File: src/rtl/multi_cycle_control.sv
// rtl/multi_cycle_control.sv - multi-cycle CPU control FSM; optional multiplier sequencing via CTRL_MUL_EN
module multi_cycle_control #(
  parameter int ALUOP_W = 2,
  parameter int CNT_W   = 32
) (
  input  logic               clk_i,
  input  logic               rst_i,
  input  logic               start_i,
  input  logic [6:0]         opcode_i,
  input  logic [6:0]         funct7_i,
  input  logic               mem_ready_i,
  input  logic               zero_i,
  input  logic               mul_done_i,
  output logic               pc_write_o,
  output logic               ir_write_o,
  output logic               reg_write_o,
  output logic               mem_read_o,
  output logic               mem_write_o,
  output logic               mem_to_reg_o,
  output logic               alu_src_o,
  output logic               mul_start_o,
  output logic [ALUOP_W-1:0] alu_op_o,
  output logic [2:0]         state_o,
  output logic               illegal_o,
  output logic [CNT_W-1:0]   instr_count_o
);

  localparam logic [6:0] OPC_R  = 7'b0110011;
  localparam logic [6:0] OPC_I  = 7'b0010011;
  localparam logic [6:0] OPC_LD = 7'b0000011;
  localparam logic [6:0] OPC_ST = 7'b0100011;
  localparam logic [6:0] OPC_BR = 7'b1100011;
  localparam logic [6:0] F7_MUL = 7'b0000001;

  typedef enum logic [2:0] {
    S_IDLE   = 3'd0,
    S_FETCH  = 3'd1,
    S_DECODE = 3'd2,
    S_EXEC   = 3'd3,
    S_MEM    = 3'd4,
    S_WB     = 3'd5,
    S_TRAP   = 3'd6,
    S_BAD    = 3'd7
  } state_e;

  state_e           state_q, state_d;
  logic [6:0]       opc_q, opc_d;
  logic [6:0]       f7_q, f7_d;
  logic [CNT_W-1:0] cnt_q, cnt_d;
  logic             illegal_q, illegal_d;
  logic             retire;
  logic             dec_legal;
  logic [1:0]       alu_op;

`ifdef CTRL_MUL_EN
  logic mul_first_q;

  // Flags the first EXEC cycle so the multiplier is kicked exactly once
  always_ff @(posedge clk_i) begin
    if (rst_i) begin
      mul_first_q <= 1'b0;
    end else begin
      mul_first_q <= (state_q == S_DECODE);
    end
  end
`else
  logic unused_mul;
  assign unused_mul = ^{mul_done_i, f7_q};
`endif

  // Legality of the live IR fields, only meaningful while in DECODE
  always_comb begin
    dec_legal = 1'b0;
    case (opcode_i)
`ifdef CTRL_MUL_EN
      OPC_R:                         dec_legal = 1'b1;
`else
      OPC_R:                         dec_legal = (funct7_i != F7_MUL);
`endif
      OPC_I, OPC_LD, OPC_ST, OPC_BR: dec_legal = 1'b1;
      default:                       dec_legal = 1'b0;
    endcase
  end

  // Next-state, datapath strobes and retire decode from registered state
  always_comb begin
    state_d      = state_q;
    opc_d        = opc_q;
    f7_d         = f7_q;
    illegal_d    = illegal_q;
    retire       = 1'b0;
    pc_write_o   = 1'b0;
    ir_write_o   = 1'b0;
    reg_write_o  = 1'b0;
    mem_read_o   = 1'b0;
    mem_write_o  = 1'b0;
    mem_to_reg_o = 1'b0;
    alu_src_o    = 1'b0;
    mul_start_o  = 1'b0;
    alu_op       = 2'b00;

    case (state_q)
      S_IDLE: begin
        if (start_i) state_d = S_FETCH;
      end
      S_FETCH: begin
        mem_read_o = 1'b1;
        if (mem_ready_i) begin
          ir_write_o = 1'b1;
          pc_write_o = 1'b1;
          state_d    = S_DECODE;
        end
      end
      S_DECODE: begin
        opc_d     = opcode_i;
        f7_d      = funct7_i;
        state_d   = dec_legal ? S_EXEC : S_TRAP;
        illegal_d = !dec_legal;
      end
      S_EXEC: begin
        case (opc_q)
          OPC_R: begin
            alu_op = 2'b10;
`ifdef CTRL_MUL_EN
            if (f7_q == F7_MUL) begin
              mul_start_o = mul_first_q;
              if (mul_done_i) state_d = S_WB;
            end else begin
              state_d = S_WB;
            end
`else
            state_d = S_WB;
`endif
          end
          OPC_I: begin
            alu_src_o = 1'b1;
            alu_op    = 2'b11;
            state_d   = S_WB;
          end
          OPC_LD, OPC_ST: begin
            alu_src_o = 1'b1;
            state_d   = S_MEM;
          end
          OPC_BR: begin
            alu_op     = 2'b01;
            pc_write_o = zero_i;
            state_d    = S_FETCH;
            retire     = 1'b1;
          end
          default: state_d = S_IDLE;
        endcase
      end
      S_MEM: begin
        if (opc_q == OPC_LD) begin
          mem_read_o = 1'b1;
          if (mem_ready_i) state_d = S_WB;
        end else if (opc_q == OPC_ST) begin
          mem_write_o = 1'b1;
          if (mem_ready_i) begin
            state_d = S_FETCH;
            retire  = 1'b1;
          end
        end else begin
          state_d = S_IDLE;
        end
      end
      S_WB: begin
        reg_write_o  = 1'b1;
        mem_to_reg_o = (opc_q == OPC_LD);
        state_d      = S_FETCH;
        retire       = 1'b1;
      end
      S_TRAP: begin
        state_d = S_TRAP;
      end
      default: state_d = S_IDLE;
    endcase

    cnt_d = retire ? cnt_q + CNT_W'(1) : cnt_q;
  end

  // State, latched IR fields, retire counter and trap flag
  always_ff @(posedge clk_i) begin
    if (rst_i) begin
      state_q   <= S_IDLE;
      opc_q     <= 7'd0;
      f7_q      <= 7'd0;
      cnt_q     <= '0;
      illegal_q <= 1'b0;
    end else begin
      state_q   <= state_d;
      opc_q     <= opc_d;
      f7_q      <= f7_d;
      cnt_q     <= cnt_d;
      illegal_q <= illegal_d;
    end
  end

  assign alu_op_o      = ALUOP_W'(alu_op);
  assign state_o       = state_q;
  assign illegal_o     = illegal_q;
  assign instr_count_o = cnt_q;

endmodule
File: config.mk
export PLATFORM = sky130hd
export DESIGN_NAME = multi_cycle_control
export DESIGN_NICKNAME = d
export VERILOG_FILES = /design/src/rtl/multi_cycle_control.sv
export SDC_FILE = /design/constraint.sdc
export NUM_CORES = 1
export LEC_CHECK = 0
export BUFFER_PORTS_ARGS = -buffer_cell sky130_fd_sc_hd__buf_2
export CAP_MARGIN = 40
export CORE_MARGIN = 2
export CORE_UTILIZATION = 29
export DETAILED_ROUTE_END_ITERATION = 6
export GPL_TIMING_DRIVEN = 0
export SETUP_SLACK_MARGIN = 0.15
export SYNTH_ARGS = -nofsm -noshare
export SYNTH_HDL_FRONTEND = slang
export SYNTH_SLANG_ARGS = --single-unit
File: constraint.sdc
create_clock -name clk_i -period 5.2 [get_ports clk_i]
set_input_delay 0.78 -clock clk_i [delete_from_list [all_inputs] [get_ports clk_i]]
set_output_delay 0.78 -clock clk_i [all_outputs]
set_load 0.02 [all_outputs]
# [After elaboration in Yosys (flattened, before gate mapping)]
# Cells that the tools add are included.
[op_classes] addsub=1 n_eq_ne=21 muxes=29 reduce_logical=7
[op_table] cell="$add A32 B1 Y32 const B" count=1
[op_table] cell="$eq A7 B6 Y1 const B" count=4
[op_table] cell="$mux W3" count=7
[op_table] cell="$pmux W3 S7" count=1
[op_table] cell="$eq A7 B2 Y1 const B" count=2
[op_table] cell="$eq A7 B5 Y1 const B" count=2
[op_table] cell="$eq A7 B7 Y1 const B" count=2
[op_table] cell="$mux W1" count=14
[op_table] cell="$eq A3 B3 Y1 const B" count=3
[op_table] cell="$pmux W3 S3" count=1
[op_table] cell="$ne A7 B1 Y1 const B" count=1
[op_table] cell="$eq A3 B2 Y1 const B" count=2
[op_table] cell="$ne A3 B3 Y1 const B" count=2
[op_table] cell="$pmux W1 S2" count=3
[op_table] cell="$pmux W2 S3" count=1
[op_table] cell="$ne A2 B2 Y1 const B" count=2
[op_table] cell="$reduce_and A4 Y1" count=1
[op_table] cell="$reduce_or A2 Y1" count=2
[op_table] cell="$reduce_or A4 Y1" count=1
[op_table] cell="$eq A3 B1 Y1 const B" count=1
[op_table] cell="$logic_not A3 Y1" count=1
[op_table] cell="$pmux W1 S3" count=1
[op_table] cell="$reduce_or A3 Y1" count=1
[op_table] cell="$mux W2" count=1
[op_table] cell="$logic_not A1 Y1" count=1
[word_totals] regBits=43 input_bits=20 output_inout_bits=46

# [Depth between registers and ports, before layout]
[logic_depth] ltp_word=5 ltp_mapped=7

# [Least setup slack after synthesis]
# No wires, ideal clock.
[synth_path] kind="reg2out" from="register state_q[0] (netlist: state_o[0])" to="output mem_read_o" arrival_ns=1.904 required_ns=4.420 path_slack_ns=2.516 path_stages_with_launch=5 path_cell_list="dfxtp_1 -> buf_4 -> or3b_4 -> or3_1 -> o32ai_1"
[synth_between] elab_chain_len=2
[synth_rtl] item="start, declared" line="46" source="state_e state_q, state_d;"
[synth_rtl] item="start signal, assigned" line="191" source="state_q <= state_d;"
[synth_rtl] item="$eq A3 B3 Y1 or $eq A3 B1 Y1 (tied branches)" line="102" source="case (state_q)"
[synth_rtl] item="$pmux W1 S2 (*)" line="102"
[synth_rtl] item="end, declared" line="17" source="output logic mem_read_o,"
# Every way passes the cells marked *; elsewhere a longest branch is shown, timed or not.

# [Worst setup path after layout]
[layout_path] from="register opc_q[3]" to="output mem_read_o"
[layout_between] elab_chain_len=3
[layout_rtl] item="start, declared" line="47" source="logic [6:0] opc_q, opc_d;"
[layout_rtl] item="start signal, assigned" line="192" source="opc_q <= opc_d;"
[layout_rtl] item="$eq A7 B2 Y1" line="154" source="if (opc_q == OPC_LD) begin"
[layout_rtl] item="$mux W1" line="154"
[layout_rtl] item="$pmux W1 S2" line="102"
# No other way between the ends.

==> impl_results.md <==
- Outcome: finished clean
- Hold Crit Depth: 2
- FP Rows: 32
- Clk buf depth: 2
- Detail Placement HPWL: 4.56 mm
- Hold EP: instr_count_o[31]
- Share of synthesized registers carrying an async set or reset: 0
- Min-Delay Startpoint: instr_count_o[31]
- Hold buffer count at CTS: 0
- Max-cap viol count: 0
- Commonest cells in the netlist: dfxtp_1, nor2_1, xor2_1, a21oi_1, o2111ai_1
- Worst-skew pair later-pin latency: 0.29 ns
- Final-report setup violation count: 0
- Mapped cell area: 0.00232 mm2
- Vias in the first global route: 2038
- Type of the tightest min-delay check: reg2reg
- Initial core utilization: 0.300
- Reg2Reg Depth: 6
- Share of layout cells above drive strength 1: 0.232
- Rel. slew slack: 0.597
- GPL Wtd Cong: 0.839
- Post-CTS repair timing setup buffer count: 0
- Pwr Density: 251 mW/mm2
- Final Max Tran Viols: 0
- Die X: 93.4 um
- Core region area: 0.00773 mm2
- Post-synth EDFFs: 0
- Largest area contributor in the netlist: dfxtp_1
- Reg2reg start: instr_count_o[0]
- Critical path peak fanout: 7
- Congestion Overflow GR: 0
- Overall Global Routing Usage: 0.137
- #FFs+latches synth: 43
- Kind of critical path: reg2out
- PortBufs: 62
- Remaining antenna violation count after routing: 0
- Worst Max-Slew Pin Slew: 0.600 ns
- N_diodes: 0
- Area growth syn-to-layout: 23.2%
- Die Span Y: 93.4 um
- 1st-iter DRT viols: 105
- Worst flop-to-flop path endpoint: instr_count_o[26]
- RSZ-0062 raised after global routing: false
- Peak supply drop: 127 uV
- Die area: 0.00872 mm2
- Cells after synthesis: 270
- Wirelength per Cell: 13.6 um
- Root buffer cell: clkbuf_8
- Vias per cell: 5.06
- Reg-to-reg slack, setup: 2.75 ns
- Pin count of the biggest net entering global routing: 15
- H-tree Lvls: 2
- DRT Wirelength: 6.00 mm
- Via count: 2235
- First-pass DRT Iterations: 4
- Final total power: 717 uW
- Num CTS Buffers: 5
- Syn. warnings: 0
- Min Tclk post-route: 2.88 ns
- Num Clock Sinks: 43
- First-pass GRT wire length: 9.54 mm
- Data arrival time of the critical path: 2.10 ns
- Crit end category: output pin
- Residual DRC: 0
- F_max: 347 MHz
- Worst Skew: 0.00772 ns
- Most common cell in the netlist: dfxtp_1
- IO Pins: 66
- Nature of the critical path startpoint: flip-flop
- Main synth FF type: dfxtp_1
- Period utilization: 0.555
- Nets: 360
- Clock Pin Slew Worst Setup and Hold Paths: 0.08 ns
- Post-CTS sizing: 0
- TNS Setup: 0 ns
- Syn Nets: 291
- CP required: 4.42 ns
- CTS tree: yes
- Finished Layout Cells: 442
- Synth top area share: 0.372
- Fin. Hold Viols: 0
- Seq/Total Area, Yosys: 0.372
- Synth area leaders: dfxtp_1, xor2_1, nor2_1
- Antenna violations before repair: 0
- Leakage: 1.13 nW
- Post-Place Cells: 434
- Syn avg cell area: 8.58 um2
- Netlist cell types: 49
[cell type report]
class	instances	area [um2]
multi-input combinational	203	1350
clock inverter	2	16.3
sequential	43	861
tap	102	128
clock buffer	6	82.6
fill	817	4870
inverter	7	26.3
buffer	17	80.1
timing repair buffer	62	310
[report_power, final]
group | internal, mW | switching [mW] | total, mW | leakage [nW]
sequential | 0.341 | 0.0111 | 0.353 | 0.347
clock | 0.109 | 0.120 | 0.228 | 0.0474
combinational | 0.0532 | 0.0829 | 0.136 | 0.735
[metrics by stage]
step	utilization	hold WS (ns)	worst slack, ns	cell area, um2
CTS	0.369	0.499	2.30	2850
global placement	0.356	0.468	2.69	2750
detailed placement	0.356	0.484	2.63	2750
finish	0.369	0.495	2.32	2850
floorplan	-	0.452	2.52	2320
global route	0.369	0.532	2.20	2850
[registers in the layout, indices dropped and copies added, names as in the netlist]
| name | cells |
|---|---|
| state_o | 3 |
| illegal_o | 1 |
| opc_q | 7 |
| instr_count_o | 32 |
[worst max-delay path, cell delays in order, from the launching register on]
cell and delay [ns]:
dfxtp_1 0.32, nand4bb_1 0.47, or3_1 0.56, o32ai_1 0.25, buf_2 0.21
[per-layer routing]
layer	GRT usage	share of wire
met5	0	0
met3	0.0298	0.041
met1	0.183	0.49
met4	0.0429	0.012
met2	0.219	0.46
[cell families after synthesis]
family	after synthesis	share of synthesized area
and+or+nand+nor	109	0.263
AOI/OAI and AO/OA	61	0.191
DFF	43	0.372
buffers and inverters	24	0.0459
xor gates and xnor gates	23	0.0870
muxes	8	0.0346
adders and majority gates	1	0.00540
other	1	0.00162
[cells in the final DEF (no fill, tap or decap), types with 5 or more instances in the layout]
cell | netlist | layout
or3_1 | 5 | 5
inv_1 | 7 | 7
nand2_1 | 9 | 9
a21oi_1 | 16 | 16
xor2_1 | 21 | 21
dfxtp_1 | 43 | 43
nand3_1 | 7 | 7
o211ai_1 | 6 | 6
o2111ai_1 | 13 | 13
buf_2 | 1 | 63
clkbuf_1 | 11 | 11
mux2i_1 | 8 | 8
clkbuf_8 | 0 | 6
nor2_1 | 42 | 42
and3_1 | 9 | 9
o21ai_0 | 8 | 8
[worst max path at each step]
stage          startpoint          to  slack, ns  depth (start not counted)
2_1_floorplan  state_o[0]  mem_read_o       2.52                          4
3_3_place_gp     opc_q[3]  mem_read_o       2.69                          4
3_5_place_dp     opc_q[3]  mem_read_o       2.63                          4
4_1_cts          opc_q[3]  mem_read_o       2.30                          4
5_1_grt          opc_q[3]  mem_read_o       2.20                          4
6_report         opc_q[3]  mem_read_o       2.32                          4
Power figures use the tool's default switching activity.
